[src/rtl/fan_pwm_driver.sv]
// fan_pwm_driver
//
// Turns a registered fan speed code into a single PWM output for the fan
// power stage. Each speed code maps to a duty level. Starting from off
// applies a full-duty spin-up kick. Moves between levels are ramped by a
// fixed step, with one step per PWM period.
//
// Ports
//   clk        system clock
//   reset      asynchronous, active-low reset
//   speed_set  qualifier: fan_speed is captured into the target when high
//   fan_speed  00 off, 01 low, 10 med, 11 high
//   pwm_out    registered PWM output to the fan driver
//   duty       duty currently applied (high cycles per period)
//   drv_state  00 OFF, 01 KICK, 10 RAMP, 11 HOLD
//   at_target  applied duty equals the mapped target and state is OFF/HOLD
module fan_pwm_driver #(
    parameter int PWM_PERIOD   = 100,
    parameter int DUTY_LOW     = 30,
    parameter int DUTY_MED     = 60,
    parameter int DUTY_HIGH    = 100,
    parameter int RAMP_STEP    = 10,
    parameter int KICK_PERIODS = 4
) (
    input  logic       clk,
    input  logic       reset,
    input  logic       speed_set,
    input  logic [1:0] fan_speed,
    output logic       pwm_out,
    output logic [7:0] duty,
    output logic [1:0] drv_state,
    output logic       at_target
);

    typedef enum logic [1:0] {
        ST_OFF  = 2'b00,
        ST_KICK = 2'b01,
        ST_RAMP = 2'b10,
        ST_HOLD = 2'b11
    } state_t;

    localparam logic [7:0] PERIOD_FULL = 8'(PWM_PERIOD);
    localparam logic [7:0] PERIOD_LAST = 8'(PWM_PERIOD - 1);
    localparam logic [7:0] STEP        = 8'(RAMP_STEP);
    localparam logic [7:0] LVL_LOW     = 8'(DUTY_LOW);
    localparam logic [7:0] LVL_MED     = 8'(DUTY_MED);
    localparam logic [7:0] LVL_HIGH    = 8'(DUTY_HIGH);
    localparam bit         KICK_EN     = (KICK_PERIODS > 0);
    // Only consulted when the kick is enabled, so the wrap at KICK_PERIODS=0
    // never matters.
    localparam logic [7:0] KICK_LAST   = 8'(KICK_PERIODS - 1);

    state_t     state_p0, state_nx;
    logic [7:0] cnt_p0, cnt_nx;
    logic [7:0] duty_p0, duty_nx;
    logic [7:0] target_p0;
    logic [7:0] kick_p0, kick_nx;
    logic       pwm_p0;
    logic       boundary;
    logic [7:0] stepped;
    state_t     settled;

    // Speed code to duty level.
    function automatic logic [7:0] map_speed(input logic [1:0] code);
        case (code)
            2'b01:   return LVL_LOW;
            2'b10:   return LVL_MED;
            2'b11:   return LVL_HIGH;
            default: return 8'd0;
        endcase
    endfunction

    // One ramp step from cur toward tgt, clamped so the step never overshoots.
    // The sums use 9 bits so that duty + step cannot wrap near 255.
    function automatic logic [7:0] ramp_step(input logic [7:0] cur,
                                             input logic [7:0] tgt);
        logic [8:0] up_sum;
        logic [8:0] dn_lim;
        up_sum = {1'b0, cur} + {1'b0, STEP};
        dn_lim = {1'b0, tgt} + {1'b0, STEP};
        if (tgt > cur) begin
            return (up_sum >= {1'b0, tgt}) ? tgt : up_sum[7:0];
        end else if ({1'b0, cur} <= dn_lim) begin
            return tgt;
        end else begin
            return cur - STEP;
        end
    endfunction

    // State that follows a ramp step landing on duty d.
    function automatic state_t settle(input logic [7:0] d,
                                      input logic [7:0] tgt);
        if ((d == tgt) && (tgt != 8'd0)) begin
            return ST_HOLD;
        end else if ((d == 8'd0) && (tgt == 8'd0)) begin
            return ST_OFF;
        end else begin
            return ST_RAMP;
        end
    endfunction

    assign boundary = (cnt_p0 == PERIOD_LAST);
    assign stepped  = ramp_step(duty_p0, target_p0);
    assign settled  = settle(stepped, target_p0);

    always_comb begin
        state_nx = state_p0;
        duty_nx  = duty_p0;
        kick_nx  = kick_p0;
        cnt_nx   = boundary ? 8'd0 : cnt_p0 + 8'd1;

        // Duty, state and kick counter only ever move on a period boundary,
        // so each period is emitted with a single consistent duty.
        if (boundary) begin
            case (state_p0)
                ST_OFF: begin
                    if (target_p0 != 8'd0) begin
                        if (KICK_EN) begin
                            state_nx = ST_KICK;
                            duty_nx  = PERIOD_FULL;
                            kick_nx  = 8'd0;
                        end else begin
                            state_nx = settled;
                            duty_nx  = stepped;
                        end
                    end else begin
                        duty_nx = 8'd0;
                    end
                end
                ST_KICK: begin
                    if (kick_p0 == KICK_LAST) begin
                        if (target_p0 != 8'd0) begin
                            // The motor is already spinning: jump straight
                            // to the requested level.
                            state_nx = ST_HOLD;
                            duty_nx  = target_p0;
                        end else begin
                            // Cancelled during the kick: start descending
                            // from full duty; the first step lands one
                            // period later.
                            state_nx = ST_RAMP;
                            duty_nx  = PERIOD_FULL;
                        end
                    end else begin
                        kick_nx = kick_p0 + 8'd1;
                    end
                end
                ST_RAMP, ST_HOLD: begin
                    // A HOLD whose target moved takes its first step on the
                    // same boundary. A HOLD that is still on target steps by
                    // zero and stays in HOLD.
                    state_nx = settled;
                    duty_nx  = stepped;
                end
                default: begin
                    state_nx = ST_OFF;
                    duty_nx  = 8'd0;
                end
            endcase
        end
    end

    always_ff @(posedge clk or negedge reset) begin
        if (!reset) begin
            state_p0  <= ST_OFF;
            cnt_p0    <= 8'd0;
            duty_p0   <= 8'd0;
            target_p0 <= 8'd0;
            kick_p0   <= 8'd0;
            pwm_p0    <= 1'b0;
        end else begin
            state_p0 <= state_nx;
            cnt_p0   <= cnt_nx;
            duty_p0  <= duty_nx;
            kick_p0  <= kick_nx;
            if (speed_set) begin
                target_p0 <= map_speed(fan_speed);
            end
            // Compare the next-cycle values so that the output lines up with
            // cnt. Full duty then stays high across the wrap without a glitch.
            pwm_p0 <= (cnt_nx < duty_nx);
        end
    end

    assign pwm_out   = pwm_p0;
    assign duty      = duty_p0;
    assign drv_state = state_p0;
    assign at_target = ((state_p0 == ST_OFF) || (state_p0 == ST_HOLD)) &&
                       (duty_p0 == target_p0);

endmodule

[config.mk]
export PLATFORM = sky130hd
export DESIGN_NAME = fan_pwm_driver
export DESIGN_NICKNAME = d
export VERILOG_FILES = /design/src/rtl/fan_pwm_driver.sv
export SDC_FILE = /design/constraint.sdc
export NUM_CORES = 1
export LEC_CHECK = 0
export CAP_MARGIN = 20
export CORE_MARGIN = 10
export CORE_UTILIZATION = 33
export CTS_CLUSTER_DIAMETER = 120
export CTS_CLUSTER_SIZE = 24
export DETAILED_ROUTE_END_ITERATION = 8
export HOLD_SLACK_MARGIN = 0.08
export PLACE_DENSITY = 0.51
export SLEW_MARGIN = 20
export SYNTH_ARGS = -nofsm -noshare
export SYNTH_HDL_FRONTEND = slang
export SYNTH_SLANG_ARGS = --single-unit
[constraint.sdc]
create_clock -name clk -period 6.5 [get_ports clk]
set_clock_uncertainty 0.1 [all_clocks]
set_input_delay 1.3 -clock clk [delete_from_list [all_inputs] [get_ports clk]]
set_output_delay 1.3 -clock clk [all_outputs]
set_load 0.05 [all_outputs]
==> qor.log <==
[placed_design] Placed Area 3180 um^2
[power] fraction of power spent switching nets 29.5%
[floorplan] horizontal die dimension 114 um
[synthesis] cell area after technology mapping 2950 um^2
[finish] most frequent standard cell in the layout excluding fill and tap cells ha_1
[synthesis] post-synthesis async set-or-reset flop share 100%
[synthesis] Main synth FF type dfrtp_1
[sta] minimum period implied by the final worst setup slack 5.08 ns
[worst_setup_path] reg-to-reg endpoint pwm_out
[drt] Starting DRT DRC Count 196
[finish] Inserted Diodes 0
[synthesis] Synthesis Warnings 0
[clock_network] CTS tree done
[drt] via count 2,551
[sta] setup total negative slack 0 ns
[worst_setup_path] Critical Path Source Type register
[clock_network] maximum buffer depth of the clock tree 2
[sta] fmax 197 MHz
[synthesis] EDFF count, synth 0
[synthesis] portion of netlist area occupied by mux cells 1.23%
[job] count of max-cap constraint violations 0
[synthesis] area share of and/or/nand/nor cells after synthesis 17.5%
[worst_setup_path] reg2reg setup slack 1.42 ns
[power] part of the power in the clock network 37.8%
[worst_setup_path] peak fanout along the critical path 13
[power] leakage 1.42 nW
[drt] Via density 5.57
[finish] Layout Utilization 37.8%
[sta] Final Hold Violating Endpoints 0
[clock_network] number of H-tree branching levels 2
[clock_network] count of instances resized after the clock tree is built 0
[placed_design] placer's final routability congestion estimate 0.889
[power] proportion of power drawn by flip-flops and latches 41.5%
[synthesis] post-synth cell types 69
[sta] number of max-slew violations in the final report 0
[worst_setup_path] startpoint of the worst register-to-register path duty[1]
[placed_design] worst setup timing slack at the placement stage 1.50 ns
[floorplan] area of the die 13,100 um^2
[floorplan] area inside the core boundary 8720 um^2
[synthesis] count of mapped cells out of synthesis 337
[power] power density normalized to cell area 154 nW/um^2
[clock_network] post-CTS setup-driven buffer insertion count 0
[sta] final worst setup slack 1.42 ns
[placed_design] count of input and output buffers 16
[drt] total iterations of the first detailed-routing run 4
[drt] Routed wire per std cell 17.5 um
[synthesis] Synth Area in Adders 17.4%
[finish] layout overhead on the synthesized area 11.8%
[synthesis] number of synthesized register bits 32
[clock_network] clock transition time at the flip-flop clock pins of the worst setup and hold paths 0.07 ns
[synthesis] register area share after synthesis 27.2%
[synthesis] fraction of the mapped netlist area in compound gates 24.0%
[min_path] cell count of the worst hold path 1
[synthesis] Syn Nets 383
[clock_network] number of buffers inserted by hold repair at cts 0
[global_route] global-route wire length before repair 13.1 mm
[worst_setup_path] Worst Reg2Reg Path Length in Cells 18
[drt] final routed DRC violation total 0
[finish] final standard cell count with taps included and fillers excluded 458
[clock_network] number of clock buffers inserted by TritonCTS 5
[clock_network] clock sink count 32
[sta] Final Cycle Share 78.2%
[global_route] via count of the first global-routing pass 2,442
[global_route] largest net degree at the start of global routing 33
[clock_network] insertion delay of the later-clocked pin in the worst-skew pair 0.29 ns
[synthesis] dominant combinational cell family by area after synthesis compound AO/OA/AOI/OAI gates
[power] switching component of the power 0.150 mW
[sta] Slew @ Worst Pin 0.704 ns
[worst_setup_path] endpoint class of the critical path register
[global_route] antenna violations before repair 0
[min_path] Worst Hold Class register to register
[finish] layout cell share with drive strength beyond 1 7.43%
[outcome] result of the run completed
[min_path] Worst Hold Endpoint cnt_p0[0]
[worst_setup_path] class of the most critical setup path register to register
[worst_setup_path] WP data arrival 5.21 ns
[power] worst supply voltage drop on vdd 98.7 uV
[power] Power, Total 0.508 mW
[finish] commonest cells after routing, fill and taps aside ha_1 (41), dfrtp_1 (32), inv_1 (24), a21oi_1 (24)
[worst_setup_path] data required time of the critical path 6.63 ns
[sta] number of setup violations in the final report 0
[floorplan] number of rows in the core area 34
[floorplan] initial core utilization 33.8%
[synthesis] post-synthesis area per instance 8.74 um^2
[sta] hold slack 0.387 ns
[min_path] critical hold path startpoint cnt_p0[0]
[power] Comb pwr share 20.6%
[finish] Final Cell Area 3290 um^2
[power] Int Power 0.358 mW
[floorplan] height of the chip 114 um
[global_route] overall routing resource usage 12.3%
[sta] Slew HR 52.9%
[floorplan] I/O pin cnt 17
[finish] post-layout net count 395
[placed_design] dpl hpwl 6.01 mm
[drt] post-route ant nets 0
[global_route] remaining global-route overflow 0
[placed_design] number of placed instances with taps included 450
[sta] setup repair after global routing missed its margin no
[clock_network] clock root buffer clkbuf_8
[drt] total routed wirelength 8.01 mm
[synthesis] area share of xor/xnor cells in the synthesized design 6.54%
==> layer usage <==
layer  up-vias  track usage (%)  part of all wire [%]
met4         0             2.76                  0.97
met3         6             2.04                   5.6
met2        64             18.7                    45
met5         -                0                     0
li1       1272                -                     -
met1      1209             17.7                    49
==> logic make-up after synthesis <==
family                   count (synthesis)
buffers and inverters                   39
multiplexers                             3
flip-flops                              32
adder cells (fa/ha/maj)                 41
AND/OR/NAND/NOR                         98
AO/OA/AOI/OAI                          102
XOR/XNOR                                22
==> critical path: stages (launching register included) <==
cell and delay [ns]:
dfrtp_1 0.55, a21oi_1 0.40, nor2_1 0.11, xnor2_1 0.34
inv_1 0.11, ha_1 0.33, nand4_1 0.10, o32ai_1 0.40
or4_4 0.28, o32ai_1 0.12, a221oi_2 0.43, a32o_1 0.27
a22oi_1 0.09, ha_1 0.22, a21o_1 0.17, a21o_1 0.17
a221oi_1 0.36, nor4b_1 0.28, a31o_2 0.19
==> worst max path at each step <==
stage | startpoint | to | slack, ns
floorplan | duty[1] | pwm_out | 1.97
global placement | duty[1] | pwm_out | 1.57
detailed placement | duty[1] | pwm_out | 1.50
CTS | duty[1] | pwm_out | 1.46
global route | duty[1] | pwm_out | 1.04
finish | duty[1] | pwm_out | 1.42
==> area by class of cell <==
class                      count  area, um^2
sequential                    32         801
clock inverter                 3        42.5
multi-input combinational    266        1970
fill                         874        5430
inverter                      25        93.8
clock buffer                   5        68.8
timing repair buffer          19         183
tap                          108         135
==> cells in the mapped netlist (3+ instances only) <==
| cell type | instances | area (um^2) |
|---|---|---|
| inv_1 | 24 | 90.1 |
| a21oi_1 | 24 | 120 |
| nor2_1 | 23 | 86.3 |
| dfrtp_1 | 32 | 801 |
| a21o_1 | 6 | 45.0 |
| a22o_1 | 5 | 43.8 |
| nand4_1 | 4 | 25.0 |
| nor2b_1 | 4 | 25.0 |
| a22oi_1 | 4 | 30.0 |
| o21a_1 | 4 | 30.0 |
| xnor2_1 | 16 | 140 |
| ha_1 | 41 | 513 |
| a31oi_1 | 3 | 18.8 |
| nand2_1 | 23 | 86.3 |
| nor3_1 | 7 | 35.0 |
| o21ai_0 | 21 | 105 |
| nor4b_1 | 3 | 26.3 |
| clkbuf_1 | 6 | 22.5 |
| nand3_1 | 13 | 65.1 |
| and3_1 | 4 | 25.0 |
| xor2_1 | 6 | 52.6 |
| o22ai_1 | 4 | 25.0 |
==> state kept, by name (all words and copies together), names as in the netlist <==
| signal | flops |
|---|---|
| cnt_p0 | 8 |
| duty | 8 |
| kick_p0 | 8 |
| target_p0 | 5 |
| drv_state | 2 |
| pwm_out | 1 |
==> power groups by stage <==
stage / clock network [mW] / logic, mW / registers (mW)
global placement: 0 / 0.104 / 0.215
finish: 0.192 / 0.105 / 0.211
floorplan: 0 / 0.0783 / 0.210
global route: 0.210 / 0.119 / 0.212
detailed placement: 0 / 0.103 / 0.215
CTS: 0.199 / 0.104 / 0.211
No activity file was read; power rests on OpenSTA's default activity.
